### src/rtl/empaquetador_pixeles_mem_pkg.sv
// ---------------------------------------------------------------------------
// pkg_filtros
// Shared constants and types for the filter write-side blocks.
//   MEM_WORD_BITS      : width of one memory word
//   PIXEL_BITS         : width of one processed pixel
//   BYTES_POR_PALABRA  : pixels packed into one memory word
//   estado_t           : flush state machine encoding (E_ACTIVO/E_PENDIENTE)
// ---------------------------------------------------------------------------
package pkg_filtros;

   localparam int MEM_WORD_BITS     = 32;
   localparam int PIXEL_BITS        = 8;
   localparam int BYTES_POR_PALABRA = 4;

   typedef enum logic {
      E_ACTIVO    = 1'b0,
      E_PENDIENTE = 1'b1
   } estado_t;

endpackage : pkg_filtros

### src/rtl/empaquetador_pixeles_mem_fifo.sv
// ---------------------------------------------------------------------------
// fifo_palabras_mem
// Small FIFO of packed memory words with combinational head read.
// Push and pop may happen in the same cycle, including when full: the pop
// frees the slot the push is about to use.
// Ports:
//   clk_i       : clock, rising edge
//   reset_ni    : asynchronous active-low reset (clears storage too)
//   push_i      : write push_data_i at the tail (dropped if full and no pop)
//   push_data_i : word to store
//   pop_i       : discard the head word (ignored when empty)
//   data_o      : head word, mem[rd_ptr]
//   full_o      : FIFO holds FIFO_WORDS words
//   empty_o     : FIFO holds no words
// ---------------------------------------------------------------------------
module fifo_palabras_mem #(
   parameter int WORD_BITS  = 32,
   parameter int FIFO_WORDS = 4
) (
   input  logic                 clk_i,
   input  logic                 reset_ni,
   input  logic                 push_i,
   input  logic [WORD_BITS-1:0] push_data_i,
   input  logic                 pop_i,
   output logic [WORD_BITS-1:0] data_o,
   output logic                 full_o,
   output logic                 empty_o
);

   localparam int PTR_W = $clog2(FIFO_WORDS);
   localparam int CNT_W = PTR_W + 1;

   logic [WORD_BITS-1:0] mem_q [FIFO_WORDS];
   logic [PTR_W-1:0]     wr_ptr_q;
   logic [PTR_W-1:0]     rd_ptr_q;
   logic [CNT_W-1:0]     count_q;
   logic                 do_push;
   logic                 do_pop;

   assign full_o  = (count_q == CNT_W'(FIFO_WORDS));
   assign empty_o = (count_q == '0);
   assign data_o  = mem_q[rd_ptr_q];

   assign do_pop  = pop_i & ~empty_o;
   assign do_push = push_i & (~full_o | do_pop);

   // Pointers are exactly log2(depth) bits, so they wrap naturally.
   always_ff @(posedge clk_i or negedge reset_ni) begin
      if (!reset_ni) begin
         for (int i = 0; i < FIFO_WORDS; i++) begin
            mem_q[i] <= '0;
         end
         wr_ptr_q <= '0;
         rd_ptr_q <= '0;
         count_q  <= '0;
      end else begin
         if (do_push) begin
            mem_q[wr_ptr_q] <= push_data_i;
            wr_ptr_q        <= wr_ptr_q + PTR_W'(1);
         end
         if (do_pop) begin
            rd_ptr_q <= rd_ptr_q + PTR_W'(1);
         end
         case ({do_push, do_pop})
            2'b10:   count_q <= count_q + CNT_W'(1);
            2'b01:   count_q <= count_q - CNT_W'(1);
            default: count_q <= count_q;
         endcase
      end
   end

endmodule : fifo_palabras_mem

### src/rtl/empaquetador_pixeles_mem.sv
// ---------------------------------------------------------------------------
// empaquetador_pixeles_mem
// Packs filtered pixels MSB-first into memory words and queues the complete
// words for the memory writer. A flush closes a partial word by zero-padding
// its unfilled low bytes.
// Ports:
//   clk             : clock, rising edge
//   reset           : asynchronous active-low reset
//   pixel           : pixel from the filter datapath
//   write_pixel     : pixel valid; taken only while space_available=1
//   flush           : one-cycle request to close the current partial word
//   word_taken      : memory writer consumed memory_data
//   memory_data     : head-of-FIFO word
//   data_available  : FIFO holds at least one word
//   space_available : a pixel presented this cycle will be accepted
//   flush_done      : one-cycle pulse when a flush completes
// ---------------------------------------------------------------------------
module empaquetador_pixeles_mem #(
   parameter int MEM_WORD_BITS = pkg_filtros::MEM_WORD_BITS,
   parameter int PIXEL_BITS    = pkg_filtros::PIXEL_BITS,
   parameter int FIFO_WORDS    = 4
) (
   input  logic                     clk,
   input  logic                     reset,
   input  logic [PIXEL_BITS-1:0]    pixel,
   input  logic                     write_pixel,
   input  logic                     flush,
   input  logic                     word_taken,
   output logic [MEM_WORD_BITS-1:0] memory_data,
   output logic                     data_available,
   output logic                     space_available,
   output logic                     flush_done
);

   import pkg_filtros::*;

   localparam logic [1:0] ULTIMO_BYTE = 2'(BYTES_POR_PALABRA - 1);

   estado_t                  estado_q, estado_d;
   logic [1:0]               cnt_q, cnt_d;
   logic [PIXEL_BITS-1:0]    b0_q, b0_d;
   logic [PIXEL_BITS-1:0]    b1_q, b1_d;
   logic [PIXEL_BITS-1:0]    b2_q, b2_d;
   logic                     flush_done_q, flush_done_d;

   logic                     pending;
   logic                     accept;
   logic                     pop;
   logic                     push;
   logic [MEM_WORD_BITS-1:0] push_word;
   logic                     fifo_full;
   logic                     fifo_empty;

   // Zero-pads a partial word: only the first n held bytes are kept, so stale
   // bytes left over from an earlier word never leak into the padding.
   function automatic logic [MEM_WORD_BITS-1:0] rellenar(
      input logic [PIXEL_BITS-1:0] p0,
      input logic [PIXEL_BITS-1:0] p1,
      input logic [PIXEL_BITS-1:0] p2,
      input logic [1:0]            n
   );
      logic [MEM_WORD_BITS-1:0] w;
      case (n)
         2'd1:    w = {p0, {(3*PIXEL_BITS){1'b0}}};
         2'd2:    w = {p0, p1, {(2*PIXEL_BITS){1'b0}}};
         2'd3:    w = {p0, p1, p2, {PIXEL_BITS{1'b0}}};
         default: w = '0;
      endcase
      return w;
   endfunction

   // Handshake flags come from registered state only; a same-cycle pop does
   // not open space for the pixel that would complete a word.
   assign pending         = (estado_q == E_PENDIENTE);
   assign space_available = ~pending & ~(fifo_full & (cnt_q == ULTIMO_BYTE));
   assign accept          = write_pixel & space_available;
   assign pop             = word_taken & ~fifo_empty;
   assign data_available  = ~fifo_empty;
   assign flush_done      = flush_done_q;

   always_comb begin
      estado_d     = estado_q;
      cnt_d        = cnt_q;
      b0_d         = b0_q;
      b1_d         = b1_q;
      b2_d         = b2_q;
      flush_done_d = 1'b0;
      push         = 1'b0;
      push_word    = '0;

      unique case (estado_q)
         E_ACTIVO: begin
            if (accept) begin
               case (cnt_q)
                  2'd0:    b0_d = pixel;
                  2'd1:    b1_d = pixel;
                  2'd2:    b2_d = pixel;
                  default: begin
                     push      = 1'b1;
                     push_word = {b0_q, b1_q, b2_q, pixel};
                  end
               endcase
               cnt_d = cnt_q + 2'd1;
            end
            // A pixel accepted together with flush belongs to the word being
            // closed, so it is folded in before deciding whether padding is
            // needed.
            if (flush) begin
               if (accept && (cnt_q == ULTIMO_BYTE)) begin
                  flush_done_d = 1'b1;
               end else if (!accept && (cnt_q == 2'd0)) begin
                  flush_done_d = 1'b1;
               end else begin
                  estado_d = E_PENDIENTE;
               end
            end
         end

         E_PENDIENTE: begin
            // Wait for a free slot (or one freed by this cycle's pop).
            if (!fifo_full || pop) begin
               push         = 1'b1;
               push_word    = rellenar(b0_q, b1_q, b2_q, cnt_q);
               cnt_d        = 2'd0;
               flush_done_d = 1'b1;
               estado_d     = E_ACTIVO;
            end
         end

         default: estado_d = E_ACTIVO;
      endcase
   end

   always_ff @(posedge clk or negedge reset) begin
      if (!reset) begin
         estado_q     <= E_ACTIVO;
         cnt_q        <= 2'd0;
         b0_q         <= '0;
         b1_q         <= '0;
         b2_q         <= '0;
         flush_done_q <= 1'b0;
      end else begin
         estado_q     <= estado_d;
         cnt_q        <= cnt_d;
         b0_q         <= b0_d;
         b1_q         <= b1_d;
         b2_q         <= b2_d;
         flush_done_q <= flush_done_d;
      end
   end

   fifo_palabras_mem #(
      .WORD_BITS  (MEM_WORD_BITS),
      .FIFO_WORDS (FIFO_WORDS)
   ) u_fifo (
      .clk_i       (clk),
      .reset_ni    (reset),
      .push_i      (push),
      .push_data_i (push_word),
      .pop_i       (pop),
      .data_o      (memory_data),
      .full_o      (fifo_full),
      .empty_o     (fifo_empty)
   );

endmodule : empaquetador_pixeles_mem

### config.mk
export PLATFORM = sky130hd
export DESIGN_NAME = empaquetador_pixeles_mem
export DESIGN_NICKNAME = d
export VERILOG_FILES = /design/src/rtl/empaquetador_pixeles_mem_pkg.sv /design/src/rtl/empaquetador_pixeles_mem_fifo.sv /design/src/rtl/empaquetador_pixeles_mem.sv
export SDC_FILE = /design/constraint.sdc
export NUM_CORES = 1
export LEC_CHECK = 0
export ABC_AREA = 1
export BUFFER_PORTS_ARGS = -buffer_cell sky130_fd_sc_hd__buf_2
export CAP_MARGIN = 20
export CORE_MARGIN = 2
export CORE_UTILIZATION = 60
export DETAILED_ROUTE_END_ITERATION = 8
export HOLD_SLACK_MARGIN = 0.12
export PLACE_DENSITY = 0.78
export SLEW_MARGIN = 10
export SYNTH_ARGS = -nofsm -noshare
export SYNTH_HDL_FRONTEND = slang
export SYNTH_SLANG_ARGS = --single-unit
### constraint.sdc
create_clock -name clk -period 3 [get_ports clk]
set_input_delay 0.6 -clock clk [delete_from_list [all_inputs] [get_ports clk]]
set_output_delay 0.6 -clock clk [all_outputs]
set_load 0.1 [all_outputs]
* After elaboration in Yosys (flattened, before gate mapping)
Index checks and enable logic that the tools add are counted.
W data, S select, Z words.
** Word-level totals
- Bits in registers :: 163
- Bits in latches :: 0
- RAM bits :: 0
- ROM bits :: 0
- Bits of input ports :: 13
- Output and inout bits :: 35
- Word-level logic and storage cells :: 84
- Memories :: 0
** Cells by class
- Add/sub/neg operators :: 5
- Multipliers :: 0
- Divide/modulo/power cells :: 0
- $lt $le $gt $ge :: 3
- Eq/ne operators :: 8
- Shift-type cells :: 0
- Mux-type cells :: 28
- Bitwise logic cells :: 13
- Reduce and logical (&&, ||, !) cells :: 14
** Operators with widths (count)
- $mux W32 :: 6
- $bwmux W128 :: 1
- $pmux W32 S3 :: 1
- $bmux W32 S2 :: 1
- $demux W32 S2 :: 1
- $pmux W32 S2 :: 1
- $mux W1 :: 10
- $reduce_and A3 Y1 :: 3
- $add A2 B1 Y2 const B :: 3
- $and A1 B1 Y1 :: 6
- $eq A2 B2 Y1 const B :: 3
- $ge A3 B3 Y1 const B :: 2
- $not A2 Y3 :: 2
- $pmux W1 S2 :: 3
- $pmux W3 S2 :: 1
- $eq A2 B1 Y1 const B :: 2
- $mux W2 :: 2
- $not A1 Y1 :: 4
- $pmux W2 S2 :: 1
- $add A3 B1 Y3 const B :: 1
- $eq A3 B3 Y1 const B :: 1
- $logic_and A1 B1 Y1 :: 3
- $logic_not A3 Y1 :: 1
- $lt A3 B1 Y1 const B :: 1
- other kinds (10) :: 11

* Longest topological paths before layout
Gate-level depths: netlist of the first run.
- Depth after elaboration :: 11
- Depth in mapped cells :: 13
- Mapped depth without buffers :: 11

* Hierarchy
Synthesis of the first run repeated with hierarchy kept, for this count alone.
** Second synthesis, totals
- Cells, all modules :: 1107
- Area total of the unflattened synthesis :: 8536.9 um2
** By module, submodules not included
- fifo_palabras_mem :: times used 1, cells each 802, area an instance 6553.8 um2, seq. area each 3378.2 um2
- empaquetador_pixeles_mem :: times used 1, cells each 305, area an instance 1983.2 um2, seq. area each 700.7 um2

* Worst setup path after synthesis of the first run
Ideal clock, no wire load.
- Path type :: flip-flop to output port
- Start point :: reg u_fifo.rd_ptr_q[0]
- End point :: out memory_data[22]
- Data arrival time :: 2.480 ns
- Data required time :: 2.400 ns
- Setup slack :: -0.080 ns
- Cell stages (with the launch flop) :: 5
- Cells stage by stage :: dfrtp_1 -> clkbuf_1 -> clkbuf_1 -> nor2_1 -> o22ai_1
** On the way
- Word-level cells in the longest chain between the ends :: 4
** RTL lines
- from (decl) :: RTL line empaquetador_pixeles_mem_fifo.sv:35 : logic [PTR_W-1:0] rd_ptr_q;
- from (signal assigned) :: RTL line empaquetador_pixeles_mem_fifo.sv:62 : rd_ptr_q <= rd_ptr_q + PTR_W'(1);
- $not A2 Y3 (not written as such) :: RTL line empaquetador_pixeles_mem_fifo.sv:42 : assign data_o = mem_q[rd_ptr_q];
- $bmux W32 S2 :: RTL line empaquetador_pixeles_mem_fifo.sv:42
- $mux W32 (not written as such) (2 in series) :: RTL line empaquetador_pixeles_mem_fifo.sv:42
- to (decl) :: RTL line empaquetador_pixeles_mem.sv:29 : output logic [MEM_WORD_BITS-1:0] memory_data,
Every way passes these cells. The select of a mux whose other input is x is not followed.

* Worst setup path in the final report of the first run
- Start point :: reg u_fifo.rd_ptr_q[1]
- End point :: out memory_data[10]
The elaborated chain is that of the path after synthesis.

==> run summary, run 1 <==
Yosys synthesis warning count = 0
RSZ-0062 raised after global routing = false
Via count = 7,468
Post-DR wirelength/cell = 17.07 um
Final WL = 21,870 um
CP arrival = 2.30 ns
CP required = 2.40 ns
CP max stage delay = 0.69 ns
Clock sink total = 163
Antenna violations before repair = 0
Global-route wire length before repair = 35,850 um
Synth Area in Compound Gates = 10.25%
Commonest non-fill, non-tap cell in the layout = nand2_1
Mux cell area share after synthesis = 0%
Ports = 48
Post-CTS Setup Inserts = 0
Syn avg cell area = 7.575 um2
H-tree levels = 4
Layout cells sized above 1 = 13.48%
Syn_nets = 1,093
Vias per cell = 5.830
Worst path bufs/invs = 2
Cell area after synthesis = 8105 um2
Max Fclk = 0.3449 GHz
Number of max-cap violations = 0
Placer Congestion = 0.8578
Dpl ws = 0.6169 ns
CTS Hold Bufs = 0
Most frequent cells in the layout = nand2_1 (479), dfrtp_1 (162), o21ai_0 (97)
Die area = 14,450 um2
Buffers added on ports = 47
Main combinational cell family by area after synthesis = simple AND/OR/NAND/NOR gates
Row count = 42
Status = complete, no violations
Startpoint Class = flip-flop
Final min period = 2.899 ns
Clk Latency, worst-skew pair = 0.43 ns
Seq/Total Area, Yosys = 50.32%
CP top delay family = buffers and inverters
Fin Setup TNS = 0 ns
Root Buffer = clkbuf_16
Post-CTS sizing = 0
Area grow syn2layout = 14.02%
HP Class = in2async
CP endpoint kind = output port
PnR worst setup slack = 0.1007 ns
TritonCTS buffer count = 17
DRC viols = 0
Worst clock skew = 0.007764 ns
Ant. Diodes = 0
Fill count = 1,103
Yosys cell types = 28
Critical-path top delay cell = dfrtp_1
Synth Instances = 1,070
Die H = 120.2 um
Number of nets in the layout = 1,115
Fin crit share = 96.64%
Hold Vio Cnt, Final = 0
Slew of the pin with the lowest slew margin = 0.7241 ns
Clock Tree Buf Depth = 2
Max_slew headroom = 51.22%
Initial Util = 61.21%
Die X = 120.2 um
Clock slew at reported path FFs = 0.06 ns
Iter 0 DRT Violations = 956
CTS tree = done
Total track usage = 31.96%
Worst Path Max Fanout = 18
Core Area = 13,240 um2
DR pass1 iterations = 6
XOR/XNOR Fraction of Synth Area = 0.5403%
Adder-Cell Fraction of Synth Area = 1.636%
Final setup fails = 0
Post-DP HPWL = 13,530 um
Crit path kind = reg2out
Vias in the first global route = 6,802
Remaining Overflow, GRT = 0
Cell Chain, Critical Path = buf_4 > o21ai_0 > o22ai_2 > buf_2
Slew Viols, Final = 0
Post-synthesis simple-gate area fraction = 32.03%
Routed Antenna Nets = 0
FF+latch count, synth = 163
Largest net degree at the start of global routing = 66
==> metal layers <==
metal	vias to the layer above	global-route usage, %	wire length (um)
met5	-	0	0
met4	0	9.593	449
li1	3493	-	-
met1	3598	44.82	9322
met2	333	50.57	10450
met3	44	6.840	1646
==> logic make-up after synthesis <==
group           after synthesis
buf+inv                      99
flops                       163
fa+ha+maj                    10
xor+xnor                      5
simple gates                638
compound gates              155
==> synthesized netlist by cell type <==
master,count,share of area [%]
nand2_1,479,22
dfrtp_1,163,50
o21ai_0,97,6.0
nor2_1,72,3.3
nand3_1,52,3.2
o22ai_1,32,2.5
buf_2,29,1.8
clkbuf_1,28,1.3
inv_1,28,1.3
nand4_1,24,1.9
o21ai_1,12,0.74
a21oi_1,10,0.62
ha_1,9,1.4
buf_1,8,0.37
a21oi_2,4,0.43
buf_4,4,0.37
xor2_1,4,0.43
nor2_2,3,0.23
nand2_4,2,0.28
nand3_2,2,0.25
clkinv_1,1,0.046
fa_1,1,0.25
inv_2,1,0.046
nand2_2,1,0.077
nand3_4,1,0.22
nand4_4,1,0.26
nor2_4,1,0.14
xnor2_1,1,0.11
==> state kept, by name, indices dropped and copies added, names as in the netlist <==
name,flops
b2_q,8
u_fifo.wr_ptr_q,2
estado_q,1
u_fifo.count_q,3
b0_q,8
flush_done,1
u_fifo.rd_ptr_q,2
b1_q,8
u_fifo.mem_q,128
cnt_q,2
==> path summary, 6_finish.rpt <==
path                            cells after the start                from                 to  slack (ns)
worst max register to register                      8            estado_q  u_fifo.mem_q[111]        0.77
min in group clk                                    3            pixel[6]            b1_q[6]        0.44
max in group asynchronous                           2               reset   u_fifo.mem_q[69]        2.11
worst min register to register                      2    u_fifo.mem_q[67]   u_fifo.mem_q[67]        0.46
worst max-delay path                                4  u_fifo.rd_ptr_q[1]    memory_data[10]        0.10
worst min-delay path                                1               reset   u_fifo.mem_q[16]        0.16
==> final cells by class <==
class	instances	area [um2]	area share, %
Clock inverter	8	101.3	1.097
Inverter	30	112.6	1.219
Clock buffer	24	481.7	5.213
Sequential cell	163	4080	44.15
Multi-Input combinational cell	808	3804	41.16
Timing Repair Buffer	72	441.7	4.779
Tap cell	176	220.2	2.383
==> stage by stage <==
| stage | util [%] | cells | area, um2 | hold WS (ns) |
|---|---|---|---|---|
| finish | 69.78 | 1281 | 9241 | 0.1631 |
| global route | 69.78 | 1281 | 9241 | 0.1915 |
| CTS | 69.78 | 1281 | 9241 | 0.1770 |
| detailed placement | 65.38 | 1249 | 8658 | 0.4541 |
| global placement | 65.38 | 1249 | 8658 | 0.4496 |
| floorplan | - | 1070 | 8305 | 0.3044 |
Power of run 1 is not shown: default switching activity piles up to over one toggle a cycle in this logic, so the estimate is an artifact.
==> inputs of run 2 (changes only) <==
--- a/config.mk
+++ b/config.mk
@@ -5,14 +5,12 @@
 export SDC_FILE = /design/constraint.sdc
 export NUM_CORES = 1
 export LEC_CHECK = 0
-export ABC_AREA = 1
 export BUFFER_PORTS_ARGS = -buffer_cell sky130_fd_sc_hd__buf_2
 export CAP_MARGIN = 20
 export CORE_MARGIN = 2
 export CORE_UTILIZATION = 60
 export DETAILED_ROUTE_END_ITERATION = 8
-export HOLD_SLACK_MARGIN = 0.12
-export PLACE_DENSITY = 0.78
+export PLACE_DENSITY_LB_ADDON = 0.25
 export SLEW_MARGIN = 10
 export SYNTH_ARGS = -nofsm -noshare
 export SYNTH_HDL_FRONTEND = slang
==> run summary, run 2 <==
Slew Viols, Final = 0 (unchanged)
Clock slew at reported path FFs = 0.06 ns (about the same)
Most frequent cells in the layout = dfrtp_1 (162), o2bb2ai_1 (88), buf_2 (46) (was nand2_1 (479), dfrtp_1 (162), o21ai_0 (97))
Fin Setup TNS = 0 ns (unchanged)
CP arrival = 3.07 ns (was 2.30 ns)
CTS Hold Bufs = 0 (unchanged)
Worst R2R Setup Slack = 0.27 ns (was 0.77 ns)
FF-to-FF path depth = 10 (was 8)
Syn avg cell area = 14.28 um2 (was 7.575 um2)
Startpoint Class = flip-flop (unchanged)
Status = complete, no violations (unchanged)
Ant. Diodes = 0 (unchanged)
Iter 0 DRT Violations = 330 (was 956)
Max Fclk = 0.3665 GHz (was 0.3449 GHz)
Post-DR wirelength/cell = 23.65 um (was 17.07 um)
Buffers added on ports = 47 (unchanged)
Asr flop ratio synth = 100.0% (unchanged)
Worst Path Max Fanout = 9 (was 18)
Yosys top cell area share = 56.25% (was 50.32%)
Largest net degree at the start of global routing = 59 (was 66)
Post-CTS Setup Inserts = 0 (unchanged)
Synth Instances = 508 (was 1,070)
Via count = 4,676 (was 7,468)
Vias in the first global route = 5,060 (was 6,802)
Routing usage on met1 = 41.31% (was 44.82%)
Number of nets in the layout = 579 (was 1,115)
Ports = 48 (unchanged)
H-tree levels = 4 (unchanged)
Total track usage = 28.61% (was 31.96%)
Most frequent cell after synthesis = dfrtp_1 (was nand2_1)
Row count = 40 (was 42)
Die X = 113.9 um (was 120.2 um)
Final min period = 2.729 ns (was 2.899 ns)
Worst reg2reg endpoint = u_fifo.count_q[2] (was u_fifo.mem_q[111])
Max_slew headroom = 47.29% (was 51.22%)
Grt peak-use layer = met2 (unchanged)
TritonCTS buffer count = 17 (unchanged)
Synth Flop Type = dfrtp_1 (unchanged)
DR pass1 iterations = 4 (was 6)
Root Buffer = clkbuf_16 (unchanged)
Fin crit share = 90.96% (was 96.64%)
Crit path kind = reg2reg (was reg2out)
Final WL = 16,910 um (was 21,870 um)
Post-CTS sizing = 0 (unchanged)
Die H = 113.9 um (was 120.2 um)
Clk Latency, worst-skew pair = 0.43 ns (about the same)
CTS tree = done (unchanged)
Remaining Overflow, GRT = 0 (unchanged)
Worst r2r src = u_fifo.count_q[1] (was estado_q)
Number of max-cap violations = 0 (unchanged)
Max reg flops = 128 (unchanged)
Seq/Total Area, Yosys = 56.25% (was 50.32%)
Final setup fails = 0 (unchanged)
Clock sink total = 163 (unchanged)
Routed Antenna Nets = 0 (unchanged)
Core Area = 11,910 um2 (was 13,240 um2)
Syn_nets = 531 (was 1,093)
Commonest non-fill, non-tap cell in the layout = dfrtp_1 (was nand2_1)
RSZ-0062 raised after global routing = false (unchanged)
Placer Congestion = 0.8350 (was 0.8578)
Yosys cell types = 38 (was 28)
Ranking of synthesized cells by area = dfrtp_1 (56%), o2bb2ai_1 (11%), mux4_2 (9.9%) (was dfrtp_1 (50%), nand2_1 (22%), o21ai_0 (6.0%))
Hold Vio Cnt, Final = 0 (unchanged)
Layout cells sized above 1 = 29.75% (was 13.48%)
Post-synth top area cell = dfrtp_1 (unchanged)
Clock Tree Buf Depth = 2 (unchanged)
Cell area after synthesis = 7252 um2 (was 8105 um2)
FF+latch count, synth = 163 (unchanged)
GR met3 Demand/Resource = 6.004% (was 6.840%)
Most flop-heavy register = u_fifo.mem_q (unchanged)
Worst clock skew = 0.01011 ns (was 0.007764 ns)
Post-synth EDFFs = 0 (unchanged)
Global-route wire length before repair = 27,940 um (was 35,850 um)
DRC viols = 0 (unchanged)
Area grow syn2layout = 12.54% (was 14.02%)
Vias per cell = 6.540 (was 5.830)
Initial Util = 60.88% (was 61.21%)
CP endpoint kind = flip-flop (was output port)
CP required = 3.34 ns (was 2.40 ns)
Slew of the pin with the lowest slew margin = 0.7906 ns (was 0.7241 ns)
Synth cell count leaders = dfrtp_1 (163), o2bb2ai_1 (88), nand2_1 (37) (was nand2_1 (479), dfrtp_1 (163), o21ai_0 (97))
HP Class = in2async (unchanged)
Post-DP HPWL = 10,620 um (was 13,530 um)
Antenna violations before repair = 0 (unchanged)
Yosys synthesis warning count = 0 (unchanged)
Met2 GRT Util = 43.61% (was 50.57%)
Die area = 12,980 um2 (was 14,450 um2)
run 2: worst max path at each step:
stage / slack [ns] / depth (start not counted) / startpoint / end
global route: 0.11 / 11 / cnt_q[0] / u_fifo.count_q[2]
CTS: 0.28 / 10 / u_fifo.count_q[1] / u_fifo.count_q[2]
detailed placement: 0.21 / 10 / word_taken / u_fifo.count_q[2]
floorplan: 0.09 / 3 / estado_q / space_available
finish: 0.27 / 10 / u_fifo.count_q[1] / u_fifo.count_q[2]
global placement: 0.45 / 10 / word_taken / u_fifo.count_q[2]
run 2: per-stage QoR:
stage	setup slack, ns	hold slack (ns)	instances	instance area [um2]	utilization [%]
after global placement	0.4457	0.4656	684	7587	63.70
final	0.2713	0.1302	715	8162	68.52
after global routing	0.1110	0.1892	715	8162	68.52
after detailed placement	0.2120	0.4683	684	7587	63.70
after floorplan	0.09442	0.3044	508	7252	-
after CTS	0.2837	0.1523	715	8162	68.52
run 2: area by class of cell:
type	instances	area (um2)
Clock buffer	23	498.0
Clock inverter	8	76.32
Fill cell	831	3750
Inverter	9	33.78
Multi-Input combinational cell	295	2850
Sequential cell	163	4080
Tap cell	147	183.9
Timing Repair Buffer	70	439.2
run 2: routing by layer:
metal	routed length (um)	up-vias
li1	-	2033
met4	240	0
met1	7447	2448
met2	8030	178
met5	0	-
met3	1192	17
run 2: critical path, cell delays in order (launching register included):
cell	delay [ns]
dfrtp_1	0.45
or3b_2	0.58
a21oi_4	0.25
nor2_1	0.12
inv_1	0.11
ha_1	0.18
inv_1	0.07
fa_1	0.43
xor2_1	0.15
nor2_1	0.11
xor2_1	0.18
run 2: cells by family (layout without fill, tap and decap cells):
kind of cell / after synthesis / after routing / synth area share, %
flops: 163 / 163 / 56.25
compound gates: 143 / 143 / 16.70
simple gates: 74 / 74 / 5.452
mux: 62 / 62 / 14.60
buf+inv: 50 / 110 / 4.451
fa+ha+maj: 10 / 10 / 1.829
xor+xnor: 6 / 6 / 0.7248
Power of run 2 is left out for the same reason.
